## config.mk

```make
export PLATFORM = sky130hd
export DESIGN_NAME = serial_seq_tx_flat
export DESIGN_NICKNAME = d
export VERILOG_FILES = /design/src/rtl/serial_seq_tx_if.sv /design/src/rtl/serial_seq_tx.sv /design/src/flat_wrapper.sv
export SDC_FILE = /design/constraint.sdc
export NUM_CORES = 1
export LEC_CHECK = 0
export ABC_AREA = 1
export ABC_CLOCK_PERIOD_IN_PS = 2300
export CORE_ASPECT_RATIO = 0.75
export CORE_MARGIN = 1.5
export CORE_UTILIZATION = 45
export DETAILED_ROUTE_END_ITERATION = 16
export GPL_TIMING_DRIVEN = 0
export HOLD_SLACK_MARGIN = 0.05
export PLACE_DENSITY = 0.68
export RECOVER_POWER = 100
export SYNTH_ARGS = -nofsm -noshare
export SYNTH_HDL_FRONTEND = slang
export SYNTH_SLANG_ARGS = --single-unit
```

## constraint.sdc

```tcl
create_clock -name clk -period 2.3 [get_ports clk]
set_input_delay 0.345 -clock clk [delete_from_list [all_inputs] [get_ports clk]]
set_output_delay 0.345 -clock clk [all_outputs]
set_load 0.02 [all_outputs]
```

## src/rtl/serial_seq_tx_if.sv

```systemverilog
// Handshake and serial-output bundle for serial_seq_tx.
// Signals:
//   start, pattern, repeat_cnt, abort : request side (driven by the master)
//   ready, busy, x_out, x_valid, done : status and serial stream (driven by the transmitter)
// Modports: master (request source), slave (the transmitter).
interface serial_seq_tx_if #(
  parameter int unsigned PAT_W = 8,
  parameter int unsigned REP_W = 4
);
  logic             start;
  logic [PAT_W-1:0] pattern;
  logic [REP_W-1:0] repeat_cnt;
  logic             abort;
  logic             ready;
  logic             busy;
  logic             x_out;
  logic             x_valid;
  logic             done;

  modport master (
    output start, pattern, repeat_cnt, abort,
    input  ready, busy, x_out, x_valid, done
  );

  modport slave (
    input  start, pattern, repeat_cnt, abort,
    output ready, busy, x_out, x_valid, done
  );
endinterface

```

## src/rtl/serial_seq_tx.sv

```systemverilog
// Serial sequence transmitter: latches a parallel pattern and shifts it out
// MSB-first on x_out, one bit per clock, repeating it repeat_cnt+1 times with
// no gap between repetitions. Feeds the X input of the sequence detectors.
// Ports:
//   clk   : system clock, rising edge
//   rst_n : synchronous active-low reset
//   bus   : serial_seq_tx_if.slave (start/pattern/repeat_cnt/abort in,
//           ready/busy/x_out/x_valid/done out, all outputs registered)
// Optional build macro: SEQ_TX_PARITY_EN -- appends an even-parity bit after
// the data bits of every repetition.
module serial_seq_tx #(
  parameter int unsigned PAT_W = 8,
  parameter int unsigned REP_W = 4
) (
  input  logic           clk,
  input  logic           rst_n,
  serial_seq_tx_if.slave bus
);

  localparam int unsigned CNT_W = $clog2(PAT_W);

`ifdef SEQ_TX_PARITY_EN
  typedef enum logic [1:0] {IDLE, SHIFT, PAR, DONE} state_t;
`else
  typedef enum logic [1:0] {IDLE, SHIFT, DONE} state_t;
`endif

  state_t           state;
  logic [PAT_W-1:0] shreg;
  logic [PAT_W-1:0] pat_lat;
  logic [CNT_W-1:0] bit_cnt;
  logic [REP_W-1:0] rep_cnt;
  logic             ready;
  logic             busy;
  logic             x_out;
  logic             x_valid;
  logic             done;

  // x_out is registered from the bit that becomes the shift-register MSB,
  // so the first bit appears in the cycle right after the accepting edge.
  always_ff @(posedge clk) begin
    if (!rst_n) begin
      state   <= IDLE;
      shreg   <= '0;
      pat_lat <= '0;
      bit_cnt <= '0;
      rep_cnt <= '0;
      ready   <= 1'b1;
      busy    <= 1'b0;
      x_out   <= 1'b0;
      x_valid <= 1'b0;
      done    <= 1'b0;
    end else begin
      done <= 1'b0;
      case (state)
        IDLE: begin
          // abort beats a simultaneous start
          if (bus.start && !bus.abort) begin
            state   <= SHIFT;
            shreg   <= bus.pattern;
            pat_lat <= bus.pattern;
            rep_cnt <= bus.repeat_cnt;
            bit_cnt <= CNT_W'(PAT_W - 1);
            x_out   <= bus.pattern[PAT_W-1];
            x_valid <= 1'b1;
            busy    <= 1'b1;
            ready   <= 1'b0;
          end
        end

`ifdef SEQ_TX_PARITY_EN
        SHIFT, PAR: begin
`else
        SHIFT: begin
`endif
          if (bus.abort) begin
            state   <= IDLE;
            x_out   <= 1'b0;
            x_valid <= 1'b0;
            busy    <= 1'b0;
            ready   <= 1'b1;
          end else if (state == SHIFT && bit_cnt != '0) begin
            shreg   <= {shreg[PAT_W-2:0], 1'b0};
            x_out   <= shreg[PAT_W-2];
            bit_cnt <= bit_cnt - CNT_W'(1);
`ifdef SEQ_TX_PARITY_EN
          end else if (state == SHIFT) begin
            // reduction XOR gives the bit that makes the ones count even
            state <= PAR;
            x_out <= ^pat_lat;
`endif
          end else if (rep_cnt != '0) begin
            // back-to-back repetition: reload without an idle cycle
            state   <= SHIFT;
            rep_cnt <= rep_cnt - REP_W'(1);
            shreg   <= pat_lat;
            bit_cnt <= CNT_W'(PAT_W - 1);
            x_out   <= pat_lat[PAT_W-1];
          end else begin
            state   <= DONE;
            x_out   <= 1'b0;
            x_valid <= 1'b0;
            busy    <= 1'b0;
            done    <= 1'b1;
          end
        end

        DONE: begin
          state <= IDLE;
          ready <= 1'b1;
        end

        default: begin
          state   <= IDLE;
          x_out   <= 1'b0;
          x_valid <= 1'b0;
          busy    <= 1'b0;
          ready   <= 1'b1;
        end
      endcase
    end
  end

  assign bus.ready   = ready;
  assign bus.busy    = busy;
  assign bus.x_out   = x_out;
  assign bus.x_valid = x_valid;
  assign bus.done    = done;

endmodule

```

## src/flat_wrapper.sv

```systemverilog
// flat-port wrapper written by rule: the top's interface ports become plain ports
module serial_seq_tx_flat 
#(
  parameter int unsigned PAT_W = 8,
  parameter int unsigned REP_W = 4
)
  (clk, rst_n, bus_start, bus_pattern, bus_repeat_cnt, bus_abort, bus_ready, bus_busy, bus_x_out, bus_x_valid, bus_done);
  serial_seq_tx_if #(.PAT_W(PAT_W), .REP_W(REP_W)) bus_i ();
  input  logic clk;
  input  logic rst_n;
  input wire logic [$bits(bus_i.start)-1:0] bus_start;
  input wire logic [$bits(bus_i.pattern)-1:0] bus_pattern;
  input wire logic [$bits(bus_i.repeat_cnt)-1:0] bus_repeat_cnt;
  input wire logic [$bits(bus_i.abort)-1:0] bus_abort;
  output wire logic [$bits(bus_i.ready)-1:0] bus_ready;
  output wire logic [$bits(bus_i.busy)-1:0] bus_busy;
  output wire logic [$bits(bus_i.x_out)-1:0] bus_x_out;
  output wire logic [$bits(bus_i.x_valid)-1:0] bus_x_valid;
  output wire logic [$bits(bus_i.done)-1:0] bus_done;
  assign bus_i.start = bus_start;
  assign bus_i.pattern = bus_pattern;
  assign bus_i.repeat_cnt = bus_repeat_cnt;
  assign bus_i.abort = bus_abort;
  assign bus_ready = bus_i.ready;
  assign bus_busy = bus_i.busy;
  assign bus_x_out = bus_i.x_out;
  assign bus_x_valid = bus_i.x_valid;
  assign bus_done = bus_i.done;
  serial_seq_tx #(.PAT_W(PAT_W), .REP_W(REP_W)) u_core (.clk(clk), .rst_n(rst_n), .bus(bus_i));
endmodule
```

; After elaboration in Yosys (flattened, before gate mapping)
; Index checks and enable logic that the tools add are counted.
[classes]
n_bitwise = 3
eq_ne = 10
mux = 34
addsub = 2
reduce_logical = 15
[op_table]
columns = operator, n
row1 = 7-bit two-way mux, 4
row2 = 4-bit two-way mux, 4
row3 = 7-bit one-hot mux with 2 select lines, 1
row4 = 3-bit two-way mux, 4
row5 = 1-bit two-way mux, 11
row6 = "3-bit != test, second input constant", 3
row7 = 2-bit two-way mux, 4
row8 = "2-bit != test, second input constant", 4
row9 = 4-bit one-hot mux with 2 select lines, 1
row10 = 2-bit AND reduction, 4
row11 = 4-bit AND reduction, 2
row12 = 1-bit one-hot mux with 3 select lines, 2
row13 = 3-bit one-hot mux with 2 select lines, 1
row14 = 5-bit AND reduction, 1
row15 = 2-bit one-hot mux with 2 select lines, 1
row16 = 4-bit nonzero test, 1
row17 = 4-bit OR reduction, 1
row18 = "4-bit by 1-bit subtractor with 4-bit output, second input constant", 1
row19 = 1-bit inverter, 3
row20 = 3-bit nonzero test, 1
row21 = "3-bit by 1-bit subtractor with 3-bit output, second input constant", 1
row22 = "2-bit by 1-bit == test with 1-bit output, second input constant", 1
row23 = "2-bit == test, second input constant", 1
row24 = 1-bit logical AND, 2
row25 = other kinds (5), 5
[totals]
out_inout_bits = 5
elab_cells = 73
regBits = 28
input_bits = 16

; Depth between registers and ports, before layout
; Gate-level depths: netlist of run 1.
[depth]
word_depth = 5
depth_mapped = 10

; Worst setup path after synthesis of run 1
; Ideal clock, no wire load.
[synth_timing]
kind = reg2reg
start = register u_core.bit_cnt[0]
end = register u_core.busy (netlist: u_core.bus.busy)
t_arrival_ns = 1.352
slack_ns = 0.879
t_required_ns = 2.230
synth_period_minus_slack_ns = 1.421
n_path_buf = 1
stages_incl_launch_ff = 10
cell_sequence = dfxtp_1 inv_1 ha_1 ha_1 buf_2 nor2_1 nand2_1 nand3_1 nand2_1 a21oi_1
[synth_between]
elab_chain_len = 4
[synth_lines]
columns = item, line_no
row1 = "start, declared", serial_seq_tx.sv:31  ; logic [CNT_W-1:0] bit_cnt;
row2 = "start signal, assigned", serial_seq_tx.sv:63  ; bit_cnt <= CNT_W'(PAT_W - 1);
row3 = "start signal, assigned", serial_seq_tx.sv:85  ; bit_cnt <= bit_cnt - CNT_W'(1);
row4 = "start signal, assigned", serial_seq_tx.sv:97  ; bit_cnt <= CNT_W'(PAT_W - 1);
row5 = 3-bit nonzero test, serial_seq_tx.sv:82  ; end else if (state == SHIFT && bit_cnt != '0) begin
row6 = 1-bit logical AND, serial_seq_tx.sv:82
row7 = 3-bit != test (no source line), --
row8 = 4-bit AND reduction (no source line), --
row9 = "end signal, assigned", serial_seq_tx.sv:80  ; busy <= 1'b0;
row10 = "end signal, assigned", serial_seq_tx.sv:103  ; busy <= 1'b0;
row11 = "end signal, assigned", serial_seq_tx.sv:117  ; busy <= 1'b0;
row12 = "end, declared", serial_seq_tx.sv:34  ; logic busy;
; Every way passes these cells.
; A chain may end at the register's enable or synchronous reset.

; Worst setup path after layout of run 1
[layout_timing]
start = input port bus_abort
end = register u_core.pat_lat[5]
[layout_between]
elab_chain_len = 3
[layout_lines]
columns = item, line_no
row1 = "start, declared", flat_wrapper.sv:14  ; input wire logic [$bits(bus_i.abort)-1:0] bus_abort;
row2 = 1-bit logical NOT, serial_seq_tx.sv:58  ; if (bus.start && !bus.abort) begin
row3 = 1-bit logical AND, serial_seq_tx.sv:58
row4 = 2-bit AND reduction (no source line), --
row5 = "end signal, assigned", serial_seq_tx.sv:61  ; pat_lat <= bus.pattern;
row6 = "end, declared", serial_seq_tx.sv:30  ; logic [PAT_W-1:0] pat_lat;
; Every way passes these cells.

==> results of run 1 <==
[through the flow]
step           setup WS (ps)  total power (W)  area [um2]
2_1_floorplan          878.6        0.0007489        1450
3_3_place_gp           478.1        0.0008299        1698
3_5_place_dp           427.4        0.0008384        1698
4_1_cts                613.8         0.001232        1769
5_1_grt                296.6         0.001276        1737
6_report               382.6         0.001206        1737
[layer usage]
layer | GRT usage (%) | vias up
li1 | - | 699
met4 | 3.000 | 0
met3 | 5.411 | 2
met1 | 28.21 | 608
met5 | 0 | -
met2 | 34.46 | 33
[final timing paths]
| kind | from | endpoint | slack (ps) | cells after the start |
|---|---|---|---|---|
| setup / recovery | bus_abort | u_core.pat_lat[5] | 380 | 7 |
| hold / removal | u_core.bit_cnt[2] | u_core.bit_cnt[2] | 470 | 2 |
| setup reg to reg | u_core.bit_cnt[0] | u_core.shreg[1] | 470 | 9 |
| hold reg to reg | u_core.bit_cnt[2] | u_core.bit_cnt[2] | 470 | 2 |
[critical path: stages]
cell and delay [ps]:
dlygate4sd3_1 570, nor2_1 280, nand2_2 150, clkbuf_1 280, inv_1 310, nor2_1 80, nor2_1 110
[sequential cells by signal, summed over array words and instances, names as in the netlist]
signal	count
u_core.pat_lat	8
u_core.shreg	7
u_core.rep_cnt	4
u_core.bit_cnt	3
u_core.state	2
u_core.bus.busy	1
u_core.bus.done	1
u_core.bus.ready	1
u_core.bus.x_out	1
[cell type report]
class	instances	area (um2)
Buffer	8	53.80
Clock buffer	3	41.29
Clock inverter	1	30.03
Fill cell	296	1262
Inverter	20	75.07
Multi-Input combinational cell	149	728.2
Sequential cell	28	560.5
Tap cell	38	47.55
Timing Repair Buffer	20	200.2
[power breakdown]
group	switching (W)	internal (W)
Combinational	0.000159	0.000108
Clock	0.000159	0.000233
Sequential	0.0000234	0.000524
Total	0.000341	0.000865
[placed cells by master (no fill, tap or decap), drive strengths merged]
| cell | count |
|---|---|
| a21oi | 10 |
| a22oi | 1 |
| buf | 5 |
| bufinv | 1 |
| clkbuf | 6 |
| clkdlybuf4s50 | 14 |
| dfxtp | 28 |
| dlygate4sd3 | 6 |
| ha | 3 |
| inv | 20 |
| mux2i | 1 |
| nand2 | 47 |
| nand3 | 9 |
| nand4 | 1 |
| nor2 | 44 |
| nor3 | 1 |
| o211ai | 1 |
| o21ai | 29 |
| o31ai | 1 |
| xor2 | 1 |
[kinds of logic (layout without fill, tap and decap cells)]
family                     after synthesis  in the layout  share of synthesized area (%)
muxes                                    1              1                         0.6903
AOI/OAI and AO/OA                       42             42                          15.01
buffers and inverters                   28             52                          9.058
adders and majority gates                3              3                          2.589
DFF                                     28             28                          38.65
xor gates and xnor gates                 1              1                         0.6041
and+or+nand+nor                        102            102                          33.39
==> flow_metrics.env, run 1 <==
export IMPL_outcome="finished, final reports clean"
export IMPL_nets=249
export IMPL_io_pins=21
export IMPL_cts_made_buffers=3
export IMPL_clk_path_buf_depth=2
export IMPL_synth_cell_type_count=27
export IMPL_first_global_vias=1221
export IMPL_ctsResizeCount=0
export IMPL_synth_cells=205
export IMPL_clk_pin_slew_worst_paths_ps=100
export IMPL_avgSynthCellArea_um2=7.074
export IMPL_synth_common_cells="nand2_1 (40), nor2_1 (40), dfxtp_1 (28)"
export IMPL_vias_per_cell=5.026
export IMPL_synth_edf_count=0
export IMPL_worstSkewPairLatency_ps=280
export IMPL_vias=1342
export IMPL_ys_warnings_count=0
export IMPL_cts_root_buf="clkbuf_8"
export IMPL_port_buffers=20
export IMPL_die_height_um=52.16
export IMPL_cp_end_kind="flop"
export IMPL_grt_usage_pct=21.00
export IMPL_start_util_pct=48.35
export IMPL_ys_seq_elements=28
export IMPL_p_leak_nw=0.7735
export IMPL_wl_um=3246
export IMPL_finalHoldViolCount=0
export IMPL_dp_cells=263
export IMPL_required_ps=2520
export IMPL_drtPass1Iterations=4
export IMPL_fin_cells=267
export IMPL_top_layer="met4"
export IMPL_max_freq_mhz=521.5
export IMPL_hpwl_um=2422
export IMPL_ir_drop_mv=0.4618
export IMPL_dr_first_iter_drc_count=77
export IMPL_n_antenna_cell=0
export IMPL_post_route_util_pct=57.91
export IMPL_arrival_ps=2130
export IMPL_maxSlewViolCount=0
export IMPL_hold_class="flop to flop"
export IMPL_drtAntennaViolNets=0
export IMPL_grt_max_degree=17
export IMPL_min_period_ps=1917
export IMPL_synth_ff_type="dfxtp_1"
export IMPL_tightestPinTransition_ps=488.4
export IMPL_synthArstFlopShare_pct=0
export IMPL_core_mm2=0.002999
export IMPL_chipWidth_um=68.55
export IMPL_syn_to_final_growth_pct=19.76
export IMPL_syn_area_mm2=0.001450
export IMPL_finalCritPeriodShare_pct=83.37
export IMPL_place_congestion=0.8126
export IMPL_synth_top_cell_by_area="dfxtp_1"
export IMPL_fp_row_count=17
export IMPL_crit_type="input port to flop"
export IMPL_wl_met3_um=137
export IMPL_cts_tree="done"
export IMPL_fin_tns_setup_ps=0
export IMPL_cts_setup_buffers=0
export IMPL_cts_hold_buf=0
export IMPL_power_density_mw_per_mm2=694.6
export IMPL_finClkSkew_ps=1.935
export IMPL_synth_top_cell_area_share_pct=38.65
export IMPL_layout_drive_gt1_share_pct=8.734
export IMPL_cts_sinks=28
export IMPL_path_max_fanout=10
export IMPL_grt_pass1_wl_um=5526
export IMPL_grt_overflow_total=0
export IMPL_antenna_found_initial=0
export IMPL_whs_ps=472.3
export IMPL_rsz0062_at_grt="false"
export IMPL_max_slew_margin_rel_pct=67.44
export IMPL_syn_nets=224
export IMPL_yosysSeqAreaShare_pct=38.65
export IMPL_cp_start_kind="input port"
export IMPL_synthTopCellsByArea="dfxtp_1 (39%), nand2_1 (10%), nor2_1 (10%)"
export IMPL_wl_met1_um=1614
export IMPL_cap_violations=0
export IMPL_dr_wl_met2_um=1481
export IMPL_setup_viol=0
export IMPL_route_detailed_drc=0
export IMPL_htree_levels=1
export IMPL_wl_per_cell_um=12.16
export IMPL_dieArea_mm2=0.003576
Note: power is estimated with default switching activity, not from simulation.
==> run 2, diff against run 1 <==
--- a/config.mk
+++ b/config.mk
@@ -6,14 +6,14 @@
 export NUM_CORES = 1
 export LEC_CHECK = 0
 export ABC_AREA = 1
-export ABC_CLOCK_PERIOD_IN_PS = 2300
+export ABC_CLOCK_PERIOD_IN_PS = 1700
 export CORE_ASPECT_RATIO = 0.75
 export CORE_MARGIN = 1.5
 export CORE_UTILIZATION = 45
 export DETAILED_ROUTE_END_ITERATION = 16
 export GPL_TIMING_DRIVEN = 0
 export HOLD_SLACK_MARGIN = 0.05
-export PLACE_DENSITY = 0.68
+export PLACE_DENSITY = 0.71
 export RECOVER_POWER = 100
 export SYNTH_ARGS = -nofsm -noshare
 export SYNTH_HDL_FRONTEND = slang
==> constraint.sdc (replaced) <==
create_clock -name clk -period 1.7 [get_ports clk]
set_input_delay 0.255 -clock clk [delete_from_list [all_inputs] [get_ports clk]]
set_output_delay 0.255 -clock clk [all_outputs]
set_load 0.02 [all_outputs]
==> flow_metrics.env, run 2 (same netlist as run 1, synthesis figures left out) <==
export IMPL_max_freq_mhz=617.4
export IMPL_arrival_ps=1800
export IMPL_finalHoldViolCount=0
export IMPL_dp_cells=263
export IMPL_vias=1316
export IMPL_mostFrequentLayoutCell="nand2_1"
export IMPL_power_total_w=0.001480
export IMPL_hold_depth=2
export IMPL_finClkSkew_ps=1.350
export IMPL_core_mm2=0.002999
export IMPL_largest_reg_flops=8
export IMPL_wl_um=3094
export IMPL_cts_hold_buf=0
export IMPL_syn_to_final_growth_pct=20.45
export IMPL_timing_rr_start="u_core.bit_cnt[0]"
export IMPL_die_height_um=52.16
export IMPL_port_buffers=20
export IMPL_max_slew_margin_rel_pct=71.22
export IMPL_layout_drive_gt1_share_pct=12.28
export IMPL_dr_wl_met2_um=1286
export IMPL_place_congestion=0.7997
export IMPL_fin_cells=266
export IMPL_place_ws_ps=-75.40
export IMPL_hp_start="u_core.bit_cnt[2]"
export IMPL_wl_met1_um=1603
export IMPL_drtPass1Iterations=4
export IMPL_path_common_cell="ha_1"
export IMPL_grt_pass1_wl_um=5085
export IMPL_cts_sinks=28
export IMPL_drtAntennaViolNets=0
export IMPL_cts_tree="done"
export IMPL_worstSkewPairLatency_ps=270
export IMPL_required_ps=1880
export IMPL_rsz0062_at_grt="false"
export IMPL_cp_start_kind="flop"
export IMPL_crit_type="flop to flop"
export IMPL_dr_first_iter_drc_count=49
export IMPL_first_global_vias=1131
export IMPL_reg_top3="u_core.pat_lat (8), u_core.shreg (7), u_core.rep_cnt (4)"
export IMPL_cap_violations=0
export IMPL_grt_max_degree=15
export IMPL_cts_made_buffers=3
export IMPL_start_util_pct=48.35
export IMPL_cts_root_buf="clkbuf_8"
export IMPL_final_cell_mix="nand2_1 (40), nor2_1 (39), dfxtp_1 (28)"
export IMPL_clk_path_buf_depth=2
export IMPL_setup_viol=0
export IMPL_io_pins=21
export IMPL_dpl_cell_area_mm2=0.001698
export IMPL_min_period_ps=1620
export IMPL_top_register="u_core.pat_lat"
export IMPL_route_detailed_drc=0
export IMPL_vias_per_cell=4.947
export IMPL_grt_usage_pct=19.59
export IMPL_postLayoutCellArea_mm2=0.001747
export IMPL_clk_pin_slew_worst_paths_ps=90
export IMPL_crit_start="u_core.bit_cnt[0]"
export IMPL_cp_end_kind="flop"
export IMPL_fp_row_count=17
export IMPL_n_antenna_cell=0
export IMPL_finalCritPeriodShare_pct=95.28
export IMPL_ir_drop_mv=0.5533
export IMPL_maxSlewViolCount=0
export IMPL_timing_final_ws_setup_ps=80.20
export IMPL_outcome="finished, final reports clean"
export IMPL_reg2reg_depth=9
export IMPL_cpMaxStageDelayCell="dfxtp_1"
export IMPL_chipWidth_um=68.55
export IMPL_antenna_found_initial=0
export IMPL_dieArea_mm2=0.003576
export IMPL_crit_chain="inv_1 -> ha_1 -> ha_1 -> buf_2 -> nand2_2 -> nand2_4 -> buf_6 -> o21ai_0 -> nor2_1"
export IMPL_slowest_delay_ps=340
export IMPL_top_layer="met4"
export IMPL_nets=249
export IMPL_post_route_util_pct=58.24
export IMPL_wl_met3_um=161
export IMPL_grt_overflow_total=0
export IMPL_hpwl_um=2219
export IMPL_path_max_fanout=10
export IMPL_htree_levels=1
export IMPL_wl_per_cell_um=11.63
export IMPL_hold_class="flop to flop"
export IMPL_p_leak_nw=0.7707
export IMPL_power_density_mw_per_mm2=847.2
export IMPL_tightestPinTransition_ps=431.7
[run 2: worst paths after layout]
check / to / slack, ps
max reg2reg: u_core.shreg[3] / 80
min: u_core.bit_cnt[2] / 460
max: u_core.shreg[3] / 80
min reg2reg: u_core.bit_cnt[2] / 460
[run 2: routing by layer]
metal  global-route usage (%)  vias up
li1                         -      702
met1                    27.99      568
met2                    28.69       39
met3                    5.411        7
met4                    5.333        0
met5                        0        -
[run 2: worst max-delay path, delay by kind of cell, from the launching register on]
kind,cells,cell delay [ps]
buf+inv,3,410
fa+ha+maj,2,390
flops,1,340
simple gates,3,240
compound gates,1,150
[run 2: timing repair]
| action | in CTS | in global routing |
|---|---|---|
| buffers inserted | 0 | 0 |
| resized for setup | 0 | 3 |
| setup endpoints to repair | 0 | 3 |
[run 2: area by class of cell]
class / instances / area (um2)
Timing Repair Buffer: 20 / 200.2
Multi-Input combinational cell: 149 / 765.7
Clock buffer: 3 / 41.29
Inverter: 20 / 75.07
Buffer: 8 / 56.30
Tap cell: 38 / 47.55
Fill cell: 292 / 1252
Sequential cell: 28 / 560.5
[run 2: per-stage QoR]
stage               hold slack (ps)  TNS (ps)
floorplan                     334.1         0
finish                        462.5         0
CTS                           467.5         0
global placement              451.1    -660.8
detailed placement            453.4     -1038
global route                  489.6         0
[run 2: where the power goes]
group / internal, W / switching (W)
combinational: 0.000154 / 0.000224
clock: 0.000159 / 0.000203
sequential: 0.000709 / 0.0000304
total: 0.00102 / 0.000457
